**src/rtl/mau_pkg.sv**
```systemverilog
// Shared constants, state encoding and request checker for mem_access_unit.
// Imported by the load/store unit, its lane mux and the bench.
package mau_pkg;

  localparam logic [1:0] SIZE_BYTE    = 2'd0;
  localparam logic [1:0] SIZE_HALF    = 2'd1;
  localparam logic [1:0] SIZE_WORD    = 2'd2;
  localparam logic [1:0] SIZE_ILLEGAL = 2'd3;

  localparam int unsigned MEM_BYTES_DEF = 65536;

  typedef enum logic [1:0] {
    IDLE,
    ACCESS,
    WRITE,
    RESP
  } state_t;

  function automatic logic req_err(
    input logic [1:0]  size,
    input logic [31:0] addr,
    input int unsigned mem_bytes
  );
    logic oor;
    oor = {1'b0, addr} >= 33'(mem_bytes);
    return (size == SIZE_ILLEGAL) ||
           ((size == SIZE_HALF) && addr[0]) ||
           ((size == SIZE_WORD) && (addr[1:0] != 2'b00)) ||
           oor;
  endfunction

endpackage

```
**src/rtl/mem_access_unit_if.sv**
```systemverilog
// Request/response and data-memory bundle of mem_access_unit.
// slave: unit side; master: datapath plus memory side.
interface mem_access_unit_if;

  logic        req_valid;
  logic        req_ready;
  logic        req_write;
  logic [1:0]  req_size;
  logic        req_signed;
  logic [31:0] req_addr;
  logic [31:0] req_wdata;
  logic        resp_valid;
  logic [31:0] resp_rdata;
  logic        resp_err;
  logic [31:0] mem_addr;
  logic        mem_we;
  logic [31:0] mem_wdata;
  logic [31:0] mem_rdata;

  modport slave (
    input  req_valid, req_write, req_size,
    input  req_signed, req_addr, req_wdata,
    input  mem_rdata,
    output req_ready, resp_valid,
    output resp_rdata, resp_err,
    output mem_addr, mem_we, mem_wdata
  );

  modport master (
    output req_valid, req_write, req_size,
    output req_signed, req_addr, req_wdata,
    output mem_rdata,
    input  req_ready, resp_valid,
    input  resp_rdata, resp_err,
    input  mem_addr, mem_we, mem_wdata
  );

endinterface

```
**src/rtl/byte_lane_mux.sv**
```systemverilog
// Load lane extract/extend and sub-word store merge.
// Ports: i_size/i_off/i_signed select, i_rdata/i_old/i_wdata data, o_load/o_merge.
module byte_lane_mux
  import mau_pkg::*;
(
  input  logic [1:0]  i_size,
  input  logic [1:0]  i_off,
  input  logic        i_signed,
  input  logic [31:0] i_rdata,
  input  logic [31:0] i_old,
  input  logic [31:0] i_wdata,
  output logic [31:0] o_load,
  output logic [31:0] o_merge
);

  logic [4:0]  w_bpos;
  logic [4:0]  w_hpos;
  logic [7:0]  w_b;
  logic [15:0] w_h;

  assign w_bpos = {i_off, 3'b000};
  assign w_hpos = {i_off[1], 4'b0000};
  assign w_b    = i_rdata[w_bpos +: 8];
  assign w_h    = i_rdata[w_hpos +: 16];

  always_comb begin
    o_load  = i_rdata;
    o_merge = i_old;
    unique case (1'b1)
      (i_size == SIZE_BYTE): begin
        o_load = {{24{i_signed & w_b[7]}}, w_b};
        o_merge[w_bpos +: 8] = i_wdata[7:0];
      end
      (i_size == SIZE_HALF): begin
        o_load = {{16{i_signed & w_h[15]}}, w_h};
        o_merge[w_hpos +: 16] = i_wdata[15:0];
      end
      default: begin
        o_load  = i_rdata;
        o_merge = i_wdata;
      end
    endcase
  end

endmodule

```
**src/rtl/mem_access_unit.sv**
```systemverilog
// Load/store front end: byte/half/word requests to aligned word accesses.
// Ports: clk, rst_n, bus (slave: req_*, resp_*, mem_*).
module mem_access_unit
  import mau_pkg::*;
#(
  parameter int unsigned MEM_BYTES = MEM_BYTES_DEF
) (
  input logic               clk,
  input logic               rst_n,
  mem_access_unit_if.slave  bus
);

  state_t      r_state;
  state_t      w_next;
  logic        r_write;
  logic        r_signed;
  logic [1:0]  r_size;
  logic [31:0] r_addr;
  logic [31:0] r_wdata;
  logic [31:0] r_word;
  logic [31:0] r_rdata;
  logic        r_err;

  logic        w_accept;
  logic        w_req_err;
  logic        w_sub;
  logic [31:0] w_load;
  logic [31:0] w_merge;

  assign bus.req_ready = (r_state == IDLE);
  assign w_accept      = bus.req_valid && bus.req_ready;
  assign w_req_err     = req_err(bus.req_size, bus.req_addr, MEM_BYTES);
  // only legal requests reach ACCESS, so non-word means byte/half
  assign w_sub         = (r_size != SIZE_WORD);

  byte_lane_mux u_lane (
    .i_size   (r_size),
    .i_off    (r_addr[1:0]),
    .i_signed (r_signed),
    .i_rdata  (bus.mem_rdata),
    .i_old    (r_word),
    .i_wdata  (r_wdata),
    .o_load   (w_load),
    .o_merge  (w_merge)
  );

  always_ff @(posedge clk or negedge rst_n) begin
    if (!rst_n) r_state <= IDLE;
    else        r_state <= w_next;
  end

  always_comb begin
    w_next = r_state;
    unique case (r_state)
      IDLE:   if (w_accept) w_next = w_req_err ? RESP : ACCESS;
      ACCESS: w_next = (r_write && w_sub) ? WRITE : RESP;
      WRITE:  w_next = RESP;
      RESP:   w_next = IDLE;
    endcase
  end

  always_ff @(posedge clk or negedge rst_n) begin
    if (!rst_n) begin
      r_write  <= 1'b0;
      r_signed <= 1'b0;
      r_size   <= SIZE_BYTE;
      r_addr   <= '0;
      r_wdata  <= '0;
      r_word   <= '0;
      r_rdata  <= '0;
      r_err    <= 1'b0;
    end else begin
      if (w_accept) begin
        r_write  <= bus.req_write;
        r_signed <= bus.req_signed;
        r_size   <= bus.req_size;
        r_addr   <= bus.req_addr;
        r_wdata  <= bus.req_wdata;
        r_err    <= w_req_err;
        r_rdata  <= '0;
      end
      if (r_state == ACCESS) begin
        if (!r_write)  r_rdata <= w_load;
        else if (w_sub) r_word <= bus.mem_rdata;
      end
    end
  end

  assign bus.mem_addr   = {r_addr[31:2], 2'b00};
  assign bus.mem_we     = ((r_state == ACCESS) && r_write && !w_sub) ||
                          (r_state == WRITE);
  assign bus.mem_wdata  = (r_state == WRITE) ? w_merge : r_wdata;
  assign bus.resp_valid = (r_state == RESP);
  assign bus.resp_rdata = bus.resp_valid ? r_rdata : 32'h0;
  assign bus.resp_err   = bus.resp_valid & r_err;

endmodule

```
**src/flat_wrapper.sv**
```systemverilog
// flat-port wrapper written by rule: the top's interface ports become plain ports
module mem_access_unit_flat import mau_pkg::*;
#(
  parameter int unsigned MEM_BYTES = MEM_BYTES_DEF
)
  (clk, rst_n, bus_req_valid, bus_req_write, bus_req_size, bus_req_signed, bus_req_addr, bus_req_wdata, bus_mem_rdata, bus_req_ready, bus_resp_valid, bus_resp_rdata, bus_resp_err, bus_mem_addr, bus_mem_we, bus_mem_wdata);
  mem_access_unit_if bus_i ();
  input logic clk;
  input logic rst_n;
  input wire logic [$bits(bus_i.req_valid)-1:0] bus_req_valid;
  input wire logic [$bits(bus_i.req_write)-1:0] bus_req_write;
  input wire logic [$bits(bus_i.req_size)-1:0] bus_req_size;
  input wire logic [$bits(bus_i.req_signed)-1:0] bus_req_signed;
  input wire logic [$bits(bus_i.req_addr)-1:0] bus_req_addr;
  input wire logic [$bits(bus_i.req_wdata)-1:0] bus_req_wdata;
  input wire logic [$bits(bus_i.mem_rdata)-1:0] bus_mem_rdata;
  output wire logic [$bits(bus_i.req_ready)-1:0] bus_req_ready;
  output wire logic [$bits(bus_i.resp_valid)-1:0] bus_resp_valid;
  output wire logic [$bits(bus_i.resp_rdata)-1:0] bus_resp_rdata;
  output wire logic [$bits(bus_i.resp_err)-1:0] bus_resp_err;
  output wire logic [$bits(bus_i.mem_addr)-1:0] bus_mem_addr;
  output wire logic [$bits(bus_i.mem_we)-1:0] bus_mem_we;
  output wire logic [$bits(bus_i.mem_wdata)-1:0] bus_mem_wdata;
  assign bus_i.req_valid = bus_req_valid;
  assign bus_i.req_write = bus_req_write;
  assign bus_i.req_size = bus_req_size;
  assign bus_i.req_signed = bus_req_signed;
  assign bus_i.req_addr = bus_req_addr;
  assign bus_i.req_wdata = bus_req_wdata;
  assign bus_i.mem_rdata = bus_mem_rdata;
  assign bus_req_ready = bus_i.req_ready;
  assign bus_resp_valid = bus_i.resp_valid;
  assign bus_resp_rdata = bus_i.resp_rdata;
  assign bus_resp_err = bus_i.resp_err;
  assign bus_mem_addr = bus_i.mem_addr;
  assign bus_mem_we = bus_i.mem_we;
  assign bus_mem_wdata = bus_i.mem_wdata;
  mem_access_unit #(.MEM_BYTES(MEM_BYTES)) u_core (.clk(clk), .rst_n(rst_n), .bus(bus_i));
endmodule
```
**config.mk**
```make
export PLATFORM = sky130hd
export DESIGN_NAME = mem_access_unit_flat
export DESIGN_NICKNAME = d
export VERILOG_FILES = /design/src/rtl/mau_pkg.sv /design/src/rtl/mem_access_unit_if.sv /design/src/rtl/byte_lane_mux.sv /design/src/rtl/mem_access_unit.sv /design/src/flat_wrapper.sv
export SDC_FILE = /design/constraint.sdc
export NUM_CORES = 1
export LEC_CHECK = 0
export BUFFER_PORTS_ARGS = -buffer_cell sky130_fd_sc_hd__buf_2
export CAP_MARGIN = 20
export CORE_ASPECT_RATIO = 2
export CORE_MARGIN = 8
export CORE_UTILIZATION = 43
export DETAILED_ROUTE_END_ITERATION = 10
export HOLD_SLACK_MARGIN = 0.02
export PLACE_DENSITY = 0.68
export RECOVER_POWER = 50
export REMOVE_ABC_BUFFERS = 1
export SYNTH_ARGS = -nofsm -noshare
export SYNTH_HDL_FRONTEND = slang
export SYNTH_HIERARCHICAL = 1
export SYNTH_SLANG_ARGS = --single-unit
```
**constraint.sdc**
```tcl
create_clock -name clk -period 3 [get_ports clk]
set_clock_uncertainty 0.15 [all_clocks]
set_input_delay 0.3 -clock clk [delete_from_list [all_inputs] [get_ports clk]]
set_output_delay 0.3 -clock clk [all_outputs]
set_load 0.02 [all_outputs]
```
==> results.yml, run 1 <==
worst_setup_path:
  crit_path_end: "bus_mem_wdata[15]"
  cp_max_fo: 11
  r2r_end: "u_core/r_addr[4]"
  r2r_start: "u_core/r_state[0]"
  reg2reg_setup_slack_ns: 0.51
  crit_start: "u_core/r_addr[1]"
  r2r_cells: 5
  end_kind: "output pin"
  worst_setup_path_start_kind: "register"
  critPathKind: "reg -> out"
  cp.arrival_ns: 2.48
  cp.required_ns: 2.55
grt:
  grt_pass1_vias: 6955
  grt.overflow.total: 0
  antenna_found_initial: 2
  grt_pass1_wl_um: 37900
  grt_usage_pct: 20.9
  grt_start_max_net_pins: 58
hold_path:
  hold_path_class: "in -> reg"
timing:
  clock.fmax_mhz: 341
  fin_crit_sh_pct: 97.7
  tightest_slew_ns: 1.41
  slew_headroom_pct: 5.81
  fin_hold_ws_ns: 0.0349
  setup_viol: 0
  postLayoutSetupSlackWorst_ns: 0.0678
  grt_setup_unrepaired: "false"
  hold_viol: 0
  min_period_ns: 2.93
  drv_slew: 0
detailed_routing:
  drt_iter0_markers: 314
  drc: 0
  antenna_left: 0
  vias_per_cell: 5.45
  first_pass_iters: 8
  wl_um: 24200
  dr_total_vias: 6518
  avgRoutedWirePerCell_um: 20.3
clocking:
  cts_buffers: 17
  ctsRootBufferMaster: "clkbuf_16"
  clock_path_buffers: 2
  clk_pin_slew_ns: 0.06
  cts_tree: "built"
  htreeDepth: 4
  clk_latency_ns: 0.42
  cts_sinks: 135
yosys:
  ys_seq_area_share_pct: 43.5
  synth_edf_count: 0
  netlist_area_sq_mm: 0.00776
  synth-xor-area-share_pct: 0
  synth_top_family_by_area: "multiplexers"
  synth.avg_cell_area_sq_um: 11.0
  synth.distinct_cells: 50
  ys_async_sr_fraction_pct: 100
  yosysWarningCount: 6
  synth_ff_type: "dfrtp_1"
  ys_ff_latch: 135
  synth_top_area_cell: "dfrtp_1"
  syn_inst: 705
  synth_area_leaders: "dfrtp_1 (44%), mux2_2 (19%), a22o_1 (5.3%)"
  yosysTopAreaCellShare_pct: 43.5
  yosys-mux-area-fraction_pct: 21.3
  synth-compound-area-share_pct: 13.6
  synthAdderAreaFrac_pct: 1.45
  synthSimpleGateAreaFrac_pct: 12.4
finish:
  final_util_pct: 58.4
  fin_area_sq_mm: 0.0103
  area_growth_pct: 33.2
  drive_gt1_share_pct: 40.1
  instances_no_fill: 1195
  nets: 1078
floorplanning:
  die_x_um: 111
  design.core.area_sq_mm: 0.0177
  num_rows: 69
  start_util_pct: 43.9
  dieArea_sq_mm: 0.0229
  die_h_um: 206
  io-pin-count: 203
power_and_ir_drop:
  p_per_area_mw_per_mm2: 1180
  leakage_nw: 4.86
  vdd_ir_drop_max_mv: 0.735
placed_design:
  place_area_sq_mm: 0.00870
  dp_cells: 1062
  pre_cts_ws_ns: 0.185
  io_buffers: 200
  gpl.final_weighted_congestion: 0.877
  hpwl_um: 17300
run_status:
  status: "finished clean"
run:
  maxCapViolCount: 0
[worst max-delay path, cell delays in order (launching register included)]
cell	delay [ns]
dfrtp_2	0.43
inv_2	0.12
buf_6	0.18
ha_1	0.22
nor2_2	0.12
a222oi_1	0.32
o21ai_0	0.19
mux2_2	0.30
buf_2	0.17
[registers in the layout (all words and copies together), names as in the netlist]
name,flops
u_core/r_rdata,32
u_core/r_signed,1
u_core/r_state,2
u_core/r_write,1
u_core/r_addr,32
u_core/r_wdata,32
u_core/r_size,2
u_core/r_err,1
u_core/r_word,32
[where the power goes]
| part | total [mW] | internal, mW | leakage [nW] | switching (mW) |
|---|---|---|---|---|
| clock network | 2.28 | 1.41 | 0.311 | 0.869 |
| logic | 6.55 | 2.90 | 2.90 | 3.65 |
| registers | 3.42 | 2.67 | 1.64 | 0.746 |
[metal layers]
layer / vias to the layer above / part of all wire, % / wire (um) / global-route usage (%)
met1: 3120 / 36 / 8710 / 20.7
met3: 74 / 5.1 / 1230 / 4.74
met5: - / 0 / 0 / 0
li1: 3056 / - / - / -
met4: 0 / 5.3 / 1280 / 14.6
met2: 268 / 54 / 13000 / 37.7
[layout make-up]
cell class	instances	area, sq um
diodes	3	7.51
clock buffers	17	425
clock inverters	15	214
fillers	1446	7360
inverters	13	48.8
multi-input cells	477	3870
flip-flops and latches	135	3380
well taps	213	267
repair buffers	322	2120
[worst min-delay path by stage]
stage | from | to | slack [ns] | depth (start not counted)
finish | bus_mem_rdata[27] | u_core/r_word[27] | 0.03 | 2
global route | bus_mem_rdata[23] | u_core/r_word[23] | 0.03 | 2
CTS | bus_mem_rdata[23] | u_core/r_word[23] | 0.02 | 2
detailed placement | rst_n | u_core/r_wdata[17] | 0.16 | 1
global placement | rst_n | u_core/r_wdata[17] | 0.16 | 1
floorplan | rst_n | u_core/r_addr[0] | -0.15 | 0
[Yosys cell counts, drive strengths merged (2+ instances only)]
library cell  count
a22o             47
ha                9
a21oi            27
nor2             19
nor4b             2
buf              63
dfrtp           135
mux2i            12
mux2            136
nand2            85
nor3b             8
a22oi             9
nand2b            8
nor4              6
nor3              5
a211o             5
a222oi            8
and2             34
nor2b             8
inv              12
a211oi            2
a2111oi           8
o21ai            17
clkbuf           18
a221o             7
[cells in the final DEF (no fill, tap or decap), types with 9 or more instances in the layout]
cell           synthesis  layout
a21oi_1               26      26
buf_2                 19     169
mux2_2               134     134
a22o_1                47      47
buf_4                 36      24
a22oi_1                9       9
inv_1                 12      10
mux2i_1               12      12
nand2_1               84      84
and2_1                34      34
nor2_1                18      17
o21ai_0               17      17
dfrtp_1              135     133
clkbuf_1              14      31
dlygate4sd3_1          0      93
clkbuf_16              0      17
[kinds of logic (layout without fill, tap and decap cells)]
group                    Yosys count  after routing
AND/OR/NAND/NOR                  182            182
multiplexers                     148            148
AO/OA/AOI/OAI                    136            136
flip-flops                       135            135
buffers and inverters             94            367
adder cells (fa/ha/maj)            9              9
other                              1              5
[metrics by stage]
stage                     power [mW]   TNS, ns
after floorplan                 7.56     -6.79
after global routing            13.0         0
after global placement          9.60         0
after CTS                       12.2  -0.00295
after detailed placement        9.70         0
final                           12.2         0
[repair_timing]
item / in CTS / in global routing
pin swaps: 0 / 4
hold endpoints to repair: 147 / 0
resized for setup: 13 / 15
setup endpoints to repair: 32 / 24
buffers inserted: 1 / 4
hold buffers: 93 / 0
Power figures use the tool's default switching activity.
==> inputs of run 2 (changes only) <==
--- a/config.mk
+++ b/config.mk
@@ -12,9 +12,10 @@
 export CORE_UTILIZATION = 43
 export DETAILED_ROUTE_END_ITERATION = 10
 export HOLD_SLACK_MARGIN = 0.02
-export PLACE_DENSITY = 0.68
+export PLACE_DENSITY = 0.79
 export RECOVER_POWER = 50
 export REMOVE_ABC_BUFFERS = 1
+export SKIP_CTS_REPAIR_TIMING = 1
 export SYNTH_ARGS = -nofsm -noshare
 export SYNTH_HDL_FRONTEND = slang
 export SYNTH_HIERARCHICAL = 1
==> results.yml, run 2 (same netlist as run 1, synthesis figures left out) <==
timing:
  slew_headroom_pct: -14.7
  fin_crit_sh_pct: 103
  drv_slew: 65
  hold_viol: 0
  final.setup.tns_ns: -0.0938
  clock.fmax_mhz: 325
  setup_viol: 2
  grt_setup_unrepaired: "true"
  fin_hold_ws_ns: 0.0229
  postLayoutSetupSlackWorst_ns: -0.0813
  min_period_ns: 3.08
  tightest_slew_ns: 1.72
detailed_routing:
  dr_total_vias: 6653
  vias_per_cell: 5.62
  antenna_left: 0
  drc: 0
  drt_iter0_markers: 468
  first_pass_iters: 6
  avgRoutedWirePerCell_um: 21.3
  wl_um: 25200
worst_setup_path:
  cp_slowest_cell: "a2111oi_1"
  worst_path_largest_cell_delay_ns: 0.51
  worst_setup_path_start_kind: "register"
  cp_max_fo: 18
  cp.arrival_ns: 2.63
  cp.required_ns: 2.55
  crit_chain: "buf_6 -> ha_1 -> nand4bb_1 -> nor3_4 -> buf_12 -> a2111oi_1 -> a21oi_1 -> mux2_2 -> buf_2"
  end_kind: "output pin"
  critPathKind: "reg -> out"
finish:
  n_fill_cell: 1423
  layout_commonest_cell: "buf_2"
  nets: 1068
  seq_area_sq_mm: 0.00338
  final_cell_mix: "buf_2 (170), mux2_2 (134), dfrtp_1 (134)"
  multi_input_area_sq_mm: 0.00387
  area_growth_pct: 32.2
  drive_gt1_share_pct: 39.7
power_and_ir_drop:
  combPwrFrac_pct: 53.7
  leakage_nw: 4.83
  internal_power_mw: 7.00
  switching_power_mw: 5.39
  seqPwrFrac_pct: 28.1
  vdd_ir_drop_max_mv: 0.626
  power_mw: 12.4
  clkPwrFrac_pct: 18.2
  switching_share_pct: 43.5
  p_per_area_mw_per_mm2: 1210
hold_path:
  hold_path_class: "in -> reg"
grt:
  use_met3_pct: 4.07
  grt_use_met2_pct: 35.5
  grt_busiest_layer: "met2"
  grt_usage_pct: 19.8
  grt_pass1_vias: 6533
  met1_usage_pct: 20.0
  grt_start_max_net_pins: 66
  grt_pass1_wl_um: 36000
  grt.overflow.total: 0
  antenna_found_initial: 2
clocking:
  clk_latency_ns: 0.42
  cts_sinks: 135
  cts_buffers: 17
  clock_path_buffers: 2
  clk_pin_slew_ns: 0.06
  ctsRootBufferMaster: "clkbuf_16"
  htreeDepth: 4
  cts_tree: "built"
placed_design:
  gpl.final_weighted_congestion: 0.945
  pre_cts_ws_ns: 0.155
  io_buffers: 200
  hpwl_um: 17500
floorplanning:
  start_util_pct: 43.9
  dieArea_sq_mm: 0.0229
  io-pin-count: 203
  die_x_um: 111
  num_rows: 69
  die_h_um: 206
  design.core.area_sq_mm: 0.0177
run_status:
  violations: "max-capacitance violations, max-slew violations, negative setup slack"
  status: "finished with violations"
run:
  maxCapViolCount: 1
-- run 2: changes by cell type in the layout (fill, tap and decap cells not counted), sizes merged --
cell / previous run / this run
clkinv: 5 / 7
clkinvlp: 1 / 2
diode: 3 / 2
clkbuf: 51 / 52
buf: 195 / 194
dlygate4sd3: 93 / 84
inv: 18 / 14
-- run 2: metal layers --
layer	share of wire [%]	vias to the layer above
met3	5.4	109
met5	0	-
met4	6.2	0
li1	-	3023
met1	35	3192
met2	53	329
-- run 2: critical path: cells and delay by family (launching register included) --
family	cells	cell delay, ns
AO/OA/AOI/OAI	2	0.60
buffers and inverters	3	0.49
flip-flops	1	0.38
multiplexers	1	0.28
AND/OR/NAND/NOR	2	0.23
adder cells (fa/ha/maj)	1	0.22
-- run 2: power groups by stage --
stage	registers, mW	logic [mW]	clock network [mW]
after global routing	3.59	7.11	2.37
after global placement	3.41	6.17	0
final	3.48	6.65	2.26
after CTS	3.42	6.33	2.30
after floorplan	3.58	3.97	0
after detailed placement	3.44	6.30	0
-- run 2: layout make-up --
type,instances,share of cell area [%]
Antenna cell,2,0.0488
Clock buffer,18,4.28
Clock inverter,14,1.93
Inverter,13,0.476
Multi-Input combinational cell,477,37.8
Sequential cell,135,33.0
Tap cell,213,2.60
Timing Repair Buffer,312,20.0
-- run 2: through the flow --
| stage | std cells | util [%] | instance area (sq um) |
|---|---|---|---|
| 2_1_floorplan | 625 | - | 7220 |
| 3_3_place_gp | 1061 | 49.1 | 8690 |
| 3_5_place_dp | 1062 | 49.1 | 8700 |
| 4_1_cts | 1094 | 52.7 | 9330 |
| 5_1_grt | 1184 | 58.0 | 10300 |
| 6_report | 1184 | 58.0 | 10300 |
-- run 2: path summary, 6_finish.rpt --
kind,startpoint,to,slack [ns],cells past startpoint
max,u_core/r_addr[1],bus_mem_wdata[22],-0.08,9
min,bus_mem_rdata[31],u_core/r_word[31],0.02,2
max reg2reg,u_core/r_state[1],u_core/r_err,0.41,5
min reg2reg,u_core/r_rdata[0],u_core/r_rdata[0],0.34,1
max in group asynchronous,rst_n,u_core/r_addr[22],0.61,3
min in group asynchronous,rst_n,u_core/r_err,0.73,2
